File: config.mk
export PLATFORM = sky130hd
export DESIGN_NAME = layer_compositor
export DESIGN_NICKNAME = d
export VERILOG_FILES = /design/src/rtl/layer_compositor.sv
export SDC_FILE = /design/constraint.sdc
export NUM_CORES = 1
export LEC_CHECK = 0
export BUFFER_PORTS_ARGS = -buffer_cell sky130_fd_sc_hd__buf_2
export CORE_ASPECT_RATIO = 1.1
export CORE_MARGIN = 2
export CORE_UTILIZATION = 41
export CTS_CLUSTER_SIZE = 12
export DETAILED_ROUTE_END_ITERATION = 7
export PLACE_DENSITY = 0.67
export SETUP_SLACK_MARGIN = 0.3
export SLEW_MARGIN = 20
export SYNTH_ARGS = -nofsm -noshare
export SYNTH_HDL_FRONTEND = slang
export SYNTH_SLANG_ARGS = --single-unit
export TNS_END_PERCENT = 5
File: constraint.sdc
create_clock -name clk -period 2.9 [get_ports clk]
set_clock_uncertainty 0.2 [all_clocks]
set_input_delay 0.87 -clock clk [delete_from_list [all_inputs] [get_ports clk]]
set_output_delay 0.87 -clock clk [all_outputs]
set_load 0.02 [all_outputs]
File: src/rtl/layer_compositor.sv
// Priority/colour-key compositor for the VGA path: merges N_LAYERS sprite/maze layers
// into one registered 12-bit rgb stream, two cycles behind the timing inputs.
module layer_compositor #(
  parameter int          N_LAYERS  = 4,
  parameter logic [11:0] KEY_COLOR = 12'h000,
  parameter int          START_H   = 150,
  parameter int          END_H     = 630,
  parameter int          START_V   = 34,
  parameter int          END_V     = 514,
  parameter int          BLINK_BIT = 4,
  parameter int          FC_W      = 8,
  localparam int         HL_W      = (N_LAYERS > 1) ? $clog2(N_LAYERS) : 1
) (
  input  logic                   clk,
  input  logic                   rst,
  input  logic                   bright,
  input  logic [9:0]             hCount,
  input  logic [9:0]             vCount,
  input  logic [N_LAYERS-1:0]    layer_fill,
  input  logic [12*N_LAYERS-1:0] layer_color,
  input  logic                   en_wr,
  input  logic [N_LAYERS-1:0]    en_data,
  input  logic                   bg_wr,
  input  logic [11:0]            bg_data,
  input  logic [N_LAYERS-1:0]    blink_mask,
  output logic [11:0]            rgb,
  output logic [11:0]            background,
  output logic                   hit_valid,
  output logic [HL_W-1:0]        hit_layer,
  output logic [FC_W-1:0]        frame_count
);

  localparam logic [9:0] SH = START_H[9:0];
  localparam logic [9:0] EH = END_H[9:0];
  localparam logic [9:0] SV = START_V[9:0];
  localparam logic [9:0] EV = END_V[9:0];

  logic [N_LAYERS-1:0]    layer_en;
  logic                   origin_d;
  logic                   origin;
  logic                   new_frame;
  logic                   in_window;
  logic                   blink_off;
  logic [N_LAYERS-1:0]    vis;

  logic                   bright_d;
  logic                   in_window_d;
  logic [N_LAYERS-1:0]    vis_d;
  logic [12*N_LAYERS-1:0] color_d;

  logic                   win_any;
  logic [HL_W-1:0]        win_idx;
  logic [11:0]            win_color;

  assign origin    = (hCount == 10'd0) && (vCount == 10'd0);
  assign new_frame = origin && !origin_d;
  assign in_window = (hCount >= SH) && (hCount <= EH) && (vCount >= SV) && (vCount <= EV);
  // Blink phase is taken from the counter as the pixel enters stage 1.
  assign blink_off = frame_count[BLINK_BIT];

  always_comb begin
    vis = '0;
    for (int i = 0; i < N_LAYERS; i++) begin
      vis[i] = layer_fill[i] && layer_en[i]
               && (layer_color[12*i +: 12] != KEY_COLOR)
               && in_window
               && !(blink_mask[i] && blink_off);
    end
  end

  // Walk from lowest priority upward so the lowest visible index wins.
  always_comb begin
    win_any   = 1'b0;
    win_idx   = '0;
    win_color = '0;
    for (int i = N_LAYERS - 1; i >= 0; i--) begin
      if (vis_d[i]) begin
        win_any   = 1'b1;
        win_idx   = HL_W'(i);
        win_color = color_d[12*i +: 12];
      end
    end
  end

  always_ff @(posedge clk) begin
    if (!rst) begin
      layer_en    <= '1;
      background  <= 12'h000;
      origin_d    <= 1'b0;
      frame_count <= '0;
      bright_d    <= 1'b0;
      in_window_d <= 1'b0;
      vis_d       <= '0;
      color_d     <= '0;
      rgb         <= 12'h000;
      hit_valid   <= 1'b0;
      hit_layer   <= '0;
    end else begin
      if (en_wr) layer_en <= en_data;
      if (bg_wr) background <= bg_data;

      origin_d <= origin;
      if (new_frame) frame_count <= frame_count + FC_W'(1);

      bright_d    <= bright;
      in_window_d <= in_window;
      vis_d       <= vis;
      color_d     <= layer_color;

      if (!bright_d) begin
        rgb       <= 12'h000;
        hit_valid <= 1'b0;
      end else if (win_any) begin
        rgb       <= win_color;
        hit_valid <= 1'b1;
        hit_layer <= win_idx;
      end else begin
        // hit_layer intentionally keeps the last winner.
        rgb       <= background;
        hit_valid <= 1'b0;
      end
    end
  end

endmodule
Word level (Yosys, flattened, before mapping)
Cells that the tools add are included.

word-level totals
  register bits = 93
  word-level logic and storage cells = 67
  bits of input ports = 97

operators by class
  muxes and demuxes = 14
  magnitude comparators = 4
  $add $sub $neg = 1
  reductions and logical operators = 38

operator list
  kind                  count
  $mux 12               5
  $reduce_bool 12->1    4
  $logic_and 1x1->1     25
  $le 10x10->1 const B  2
  $logic_not 10->1      2
  $ge 10x6->1 const B   1
  $ge 10x8->1 const B   1
  $add 8x1->8 const B   1
  $mux 2                4
  $logic_not 1->1       5
  $mux 1                5
  $reduce_and 2->1      2

Depth between registers and ports, before layout
Gate-level depths: netlist of run 1.

  depth after elaboration = 6
  mapped depth = 6

Least setup slack after synthesis of run 1
Ideal clock, no wire load.

  path type = input port to flip-flop
  from = input hCount[9]
  to = register frame_count[6]
  stages = 5
  arrival time = 2.074 ns
  path slack = 0.555 ns
  setup time = 0.071 ns
  path buffers = 1
  cell sequence = nor4_2 nand4_2 buf_6 or4_1 a21oi_1

on the way
  cells in the longest elaborated chain, start to end = 3

RTL lines
  item                  line  source
  from (decl)           17    input logic [9:0] hCount,
  $logic_not 10->1      55    assign origin = (hCount == 10'd0) && (vCount == 10'd0);
  $logic_and 1x1->1     55
  $logic_and 1x1->1     56    assign new_frame = origin && !origin_d;
  to (signal assigned)  103   if (new_frame) frame_count <= frame_count + FC_W'(1);
  to (decl)             30    output logic [FC_W-1:0] frame_count

No other way between the ends.
A chain may end at the register's enable or synchronous reset.

Worst setup path in the final report of run 1
  from = input hCount[9]
  to = register frame_count[7]

Same word-level chain as after synthesis.

==> results of run 1 <==
-- layout by cell type (no fill, tap or decap), types with 5 or more instances in the layout --
| cell type | instances |
|---|---|
| clkbuf_8 | 10 |
| o21ai_0 | 6 |
| nand2b_1 | 13 |
| nor2b_1 | 5 |
| dfxtp_1 | 93 |
| o31ai_1 | 5 |
| nand2_1 | 16 |
| a21oi_1 | 20 |
| buf_2 | 131 |
| a221o_1 | 11 |
| and2_1 | 49 |
| a22oi_1 | 11 |
| mux2i_1 | 18 |
| nor3_1 | 5 |
| or4_1 | 5 |
| nor4_1 | 12 |
| nor2_1 | 16 |
| nand3_1 | 18 |
| buf_4 | 5 |
-- power breakdown --
group          total (mW)  switching [mW]  leakage, nW  internal [mW]
Clock               0.794           0.448       0.0916          0.346
Combinational       0.247           0.130         1.08          0.117
Sequential           1.35          0.0229        0.767           1.33
-- routing by layer --
layer / vias to the layer above / global-route usage, %
met1: 1354 / 22.7
met2: 119 / 29.0
met4: 0 / 7.12
li1: 1519 / -
met5: - / 0
met3: 13 / 4.94
-- area by class of cell --
type / instances / share of cell area, %
clock inverter: 5 / 1.01
multi-input combinational: 236 / 34.9
timing repair buffer: 136 / 15.6
tap: 111 / 3.12
inverter: 4 / 0.338
sequential: 93 / 41.9
clock buffer: 11 / 3.18
-- tightest hold or removal path, stage by stage (launching register included) --
cell and delay [ns]:
dfxtp_1 0.31, inv_1 0.05, a21oi_1 0.05
-- through the flow --
stage / hold WS, ns / cell area [sq um] / total power [mW] / cells
finish: 0.246 / 4450 / 2.39 / 596
floorplan: 0.233 / 3510 / 1.51 / 354
CTS: 0.252 / 4450 / 2.42 / 596
global placement: 0.235 / 4260 / 1.63 / 580
detailed placement: 0.239 / 4260 / 1.63 / 580
global route: 0.283 / 4450 / 2.51 / 596
-- flip-flops by register name (all words and copies together), names as in the netlist --
register,count
hit_valid,1
frame_count,8
layer_en,4
rgb,12
color_d,48
background,12
origin_d,1
bright_d,1
vis_d,4
hit_layer,2
-- synthesized netlist by cell type, drive strengths merged (2+ instances only) --
master and count:
dfxtp 93, and2 49, a21oi 20, clkbuf 19
mux2i 18, nand3 18, nand2 17, nor2 16
nor4 16, nand2b 13, a221o 11, a22oi 11
o21ai 6, nor2b 5, nor3 5, o31ai 5
or4 5, a311oi 4, inv 4, nand4 3
a31oi 2, buf 2
-- how the worst max path moves through the flow --
stage          cells past startpoint      start             end  slack (ns)
2_1_floorplan                      5  hCount[9]  frame_count[6]        0.56
3_3_place_gp                       5  hCount[9]  frame_count[7]        0.31
3_5_place_dp                       5  hCount[9]  frame_count[7]        0.25
4_1_cts                            5  hCount[9]  frame_count[7]        0.63
5_1_grt                            5  hCount[9]  frame_count[3]        0.52
6_report                           5  hCount[9]  frame_count[7]        0.62
-- cells by family (layout without fill, tap and decap cells) --
logic type / after synthesis / in the layout / share of synthesized area (%)
adder cells (fa/ha/maj): 1 / 1 / 0.356
AND/OR/NAND/NOR: 152 / 152 / 25.5
buffers and inverters: 25 / 156 / 2.88
flip-flops: 93 / 93 / 53.0
multiplexers: 18 / 18 / 5.13
AO/OA/AOI/OAI: 65 / 65 / 13.2
==> summary.txt, run 1 <==
STA
  • Slew Limit Fails: 0
  • Worst slew margin: 55.1%
  • Fin crit share: 78.5%
  • Final setup vio count: 0
  • RSZ-0062 raised after global routing: false
  • Fmax: 0.439 GHz
  • Crit path time final: 2.28 ns
  • Final hold viol count: 0
  • Setup TNS: 0 ns
  • Final worst slack: 0.622 ns
  • Least-Margin Pin Slew: 0.671 ns

Clocking
  • Reg clk slew, reported paths: 0.09 ns
  • Skew-Pair Late Insertion Delay: 0.35 ns
  • # Post-CTS Setup Buffers: 0
  • Cts hold-fix bufs: 0
  • Clock Sinks: 93
  • PostCTS Resize Cnt: 0
  • H-tree depth: 3
  • Clk Tree Root Cell: clkbuf_8
  • Deepest clock path buffer count: 2
  • CTS tree: built
  • CTS Buf Count: 9

Logic synthesis
  • Main synth FF type: dfxtp_1
  • Cell area after synthesis: 3510 sq um
  • Sequential element share of the synthesized area: 53.0%
  • Mapped Cells: 354
  • Post-synthesis cell type count: 39
  • Number of synthesized flops with an enable pin: 0
  • Top-area cell type share of the netlist area: 53.0%
  • Ys async rst share: 0%
  • Synthesis Warnings: 0
  • Synthesized flop and latch total: 93
  • Synth Net Count: 452
  • Avg Inst Size Synth: 9.92 sq um
  • Top cells by area, synth: dfxtp_1, and2_1, mux2i_1
  • Leading area contributor after synthesis: dfxtp_1

Worst setup path
  • Critical path's slowest cell: or4_1
  • Worst path max stage delay: 0.58 ns
  • CP max FO: 14
  • Worst setup SP type: primary input
  • Worst R2R Path Depth: 4
  • Critical path endpoint category: flop
  • CP Cell Sequence: buf_2, nor4_2, nand4_2, or4_1, a21oi_1
  • Top delay family on crit path: simple AND/OR/NAND/NOR gates
  • CP Data Required Time: 2.98 ns
  • Worst reg2reg startpoint: vis_d[2]
  • Crit Path Class: primary input to flop
  • R2r setup slk: 0.85 ns
  • CP Data Arrival Time: 2.36 ns
  • CP Buf/Inv Count: 1
  • Worst reg2reg path endpoint: rgb[0]

Global routing
  • Global Route Usage Sum: 17.9%
  • Initial antenna violation count: 0
  • Gr ovfl total: 0
  • First-pass GRT wire length: 13,000 um
  • Vias in the first global route: 2,669
  • Largest net degree at the start of global routing: 42

Flow run
  • Max-cap violations: 0

Detailed routing
  • Top layer in use: met4
  • DRC viols: 0
  • Drt pass-1 iters: 4
  • Met1 WL: 3660 um
  • Routed len/inst: 13.9 um
  • Vias per std cell: 5.04
  • Vias: 3,005
  • Met3 routed WL: 615 um
  • Met2 wire length: 3830 um
  • Antenna Nets Post-Route: 0
  • DRT Wirelength: 8300 um
  • DR iter-0 viols: 80

Hold path
  • Hold Crit Endpoint: hit_layer[1]
  • HP Start: hit_layer[1]
  • Hold WC Path Type: flop to flop
  • Hold Path Stages: 2

Pwr
  • Peak VDD IR: 0.264 mV
  • Leak pwr: 1.94 nW
  • Power Dens Cells: 539 nW/um^2

Placement
  • GPL Wtd Cong: 0.874
  • Number of buffer cells added on primary ports: 131
  • Dpl hpwl: 6410 um
  • Pre-CTS WS: 0.250 ns

Die
  • Die X: 92.3 um
  • # IOs: 132
  • Total core area: 8360 sq um
  • Die ar.: 9330 sq um
  • Starting Density: 42.0%
  • # rows: 35
  • Die span in y: 101 um

Layout
  • Fillers: 806
  • Multi-input gate area: 1550 sq um
  • Layout Nets: 578
  • Register area: 1860 sq um
  • Antenna cell count: 0
  • Share of post-route cells with drive strength above 1: 32.8%
  • Area Overhead vs Synth: 26.5%
  • Post-layout util: 53.1%

Outcome
  • Status: complete, no violations
Power figures use the tool's default switching activity.
==> run 2: changes to the inputs <==
--- a/config.mk
+++ b/config.mk
@@ -11,7 +11,7 @@
 export CORE_UTILIZATION = 41
 export CTS_CLUSTER_SIZE = 12
 export DETAILED_ROUTE_END_ITERATION = 7
-export PLACE_DENSITY = 0.67
+export PLACE_DENSITY = 0.69
 export SETUP_SLACK_MARGIN = 0.3
 export SLEW_MARGIN = 20
 export SYNTH_ARGS = -nofsm -noshare
==> constraint.sdc (replaced) <==
create_clock -name clk -period 1.8 [get_ports clk]
set_clock_uncertainty 0.2 [all_clocks]
set_input_delay 0.54 -clock clk [delete_from_list [all_inputs] [get_ports clk]]
set_output_delay 0.54 -clock clk [all_outputs]
set_load 0.02 [all_outputs]
==> run 2 against run 1 <==
Against the previous run:
- critical path depth is the same
- die area unchanged
- sequential power is 61% higher
- largest power group unchanged
- highest routed layer unchanged
==> summary.txt, run 2 (synthesis results as in run 1) <==
Die
  • Starting Density: 42.0% (unchanged)
  • Die ar.: 9330 sq um (unchanged)
  • # rows: 35 (unchanged)
  • Total core area: 8360 sq um (unchanged)
  • # IOs: 132 (unchanged)
  • Die X: 92.3 um (unchanged)
  • Die span in y: 101 um (unchanged)

Clocking
  • Reg clk slew, reported paths: 0.09 ns (about the same)
  • Clock Sinks: 93 (unchanged)
  • CTS Buf Count: 9 (unchanged)
  • Deepest clock path buffer count: 2 (unchanged)
  • H-tree depth: 3 (unchanged)
  • Skew-Pair Late Insertion Delay: 0.35 ns (about the same)
  • CTS tree: built
  • Clk Tree Root Cell: clkbuf_8
  • Cts hold-fix bufs: 0 (unchanged)

STA
  • Final setup vio count: 0 (unchanged)
  • Fin crit share: 96.9%
  • Slew Limit Fails: 0 (unchanged)
  • Crit path time final: 1.74 ns
  • Worst slew margin: 70.4% (+15 points)
  • Least-Margin Pin Slew: 0.441 ns (-0.229 ns)
  • RSZ-0062 raised after global routing: true
  • Final hold viol count: 0 (unchanged)
  • WHS: 0.197 ns (-0.0492 ns)
  • Fmax: 0.574 GHz

Detailed routing
  • Antenna Nets Post-Route: 0 (unchanged)
  • DR iter-0 viols: 101 (+26%)
  • DRT Wirelength: 8970 um (+8.1%)
  • Drt pass-1 iters: 4 (unchanged)
  • Vias per std cell: 5.05 (about the same)
  • Routed len/inst: 14.4 um (+3.8%)
  • DRC viols: 0 (unchanged)
  • Vias: 3,134 (+4.3%)

Outcome
  • Status: complete, no violations

Layout
  • Max FFs per register: 48 (unchanged)
  • Area Overhead vs Synth: 36.1%
  • Share of post-route cells with drive strength above 1: 38.6% (+5.8 points)
  • Multi-input gate area: 1640 sq um (+5.5%)
  • Post-layout util: 57.2% (+4.0 points)
  • Antenna cell count: 0 (unchanged)
  • Commonest non-fill, non-tap cell in the layout: buf_2
  • Regs by FF count: color_d (48), background (12), rgb (12)
  • Register area: 1860 sq um (+0.13%)
  • Most frequent cells in the layout: buf_2, dfxtp_1, and2_1
  • Register bank with the most flops: color_d
  • Layout Nets: 604 (+4.5%)
  • Fillers: 760 (-5.7%)

Pwr
  • Power Dens Cells: 838 nW/um^2 (+56%)
  • Clock share of power: 34.5% (+1.3 points)
  • Internal power: 3.01 mW (+68%)
  • Leak pwr: 2.10 nW (+7.8%)
  • Comb power frac: 11.1% (+0.8 points)
  • Sw Ratio: 24.9% (-0.18 points)
  • Net Switching: 0.998 mW (+66%)
  • Register share of total power: 54.4% (-2.1 points)
  • Power, Total: 4.01 mW (+67%)
  • Peak VDD IR: 0.449 mV (+70%)

Worst setup path
  • CP Data Required Time: 1.88 ns (-1.10 ns)
  • Worst setup SP type: primary input
  • Critical path endpoint category: flop
  • CP max FO: 5 (-9)
  • Crit Path Class: primary input to flop
  • CP Data Arrival Time: 1.82 ns (-0.54 ns)

Global routing
  • Vias in the first global route: 3,002 (+12%)
  • Global Route Usage Sum: 19.8% (+1.9 points)
  • Largest net degree at the start of global routing: 37 (-12%)
  • Gr ovfl total: 0 (unchanged)
  • Initial antenna violation count: 0 (unchanged)
  • First-pass GRT wire length: 14,200 um (+9.8%)

Flow run
  • Max-cap violations: 0 (unchanged)

Hold path
  • Hold WC Path Type: primary input to flop

Placement
  • Dpl hpwl: 6850 um (+6.8%)
  • Number of buffer cells added on primary ports: 131 (unchanged)
  • GPL Wtd Cong: 0.841 (-3.8%)
-- run 2: what timing repair did --
item,CTS,global route
gates cloned,1,0
gates resized for setup,16,8
endpoints found under the setup margin,59,60
pin swaps,12,3
setup buffers,4,2
-- run 2: path summary, 6_finish.rpt --
| check | from | endpoint | slack (ns) | depth (start not counted) |
|---|---|---|---|---|
| hold reg to reg | hit_layer[1] | hit_layer[1] | 0.26 | 2 |
| setup reg to reg | frame_count[0] | frame_count[6] | 0.12 | 5 |
| hold / removal | layer_color[14] | color_d[14] | 0.20 | 2 |
| setup / recovery | vCount[9] | frame_count[6] | 0.06 | 5 |
-- run 2: critical path: stages --
cell	delay [ns]
buf_2	0.12
nor4_4	0.35
nand4_2	0.22
or4_1	0.44
a21oi_1	0.15
-- run 2: metal layers --
layer | global-route usage (%) | part of all wire (%)
met1 | 23.6 | 43
met5 | 0 | 0
met4 | 8.84 | 2.0
met2 | 33.1 | 48
met3 | 5.68 | 7.0
-- run 2: layout make-up --
cell class / instances / share of cell area (%)
Clock buffer: 9 / 2.59
Clock inverter: 6 / 1.52
Inverter: 4 / 0.314
Multi-Input combinational cell: 237 / 34.2
Sequential cell: 93 / 39.0
Tap cell: 111 / 2.90
Timing Repair Buffer: 161 / 19.5
-- run 2: stage by stage --
stage / setup TNS [ns] / worst slack [ns] / cell area [sq um] / instances
floorplan: -0.646 / -0.0991 / 3540 / 354
global placement: -3.24 / -0.394 / 4440 / 599
CTS: 0 / 0.0641 / 4730 / 619
detailed placement: -3.69 / -0.459 / 4440 / 599
finish: 0 / 0.0564 / 4780 / 621
global route: 0 / 0.00422 / 4780 / 621
-- run 2: power groups by stage --
stage / clock network (mW) / registers (mW) / logic (mW)
2_1_floorplan: 0 / 2.25 / 0.181
3_3_place_gp: 0 / 2.23 / 0.423
3_5_place_dp: 0 / 2.23 / 0.431
4_1_cts: 1.42 / 2.18 / 0.442
5_1_grt: 1.50 / 2.19 / 0.487
6_report: 1.38 / 2.18 / 0.445
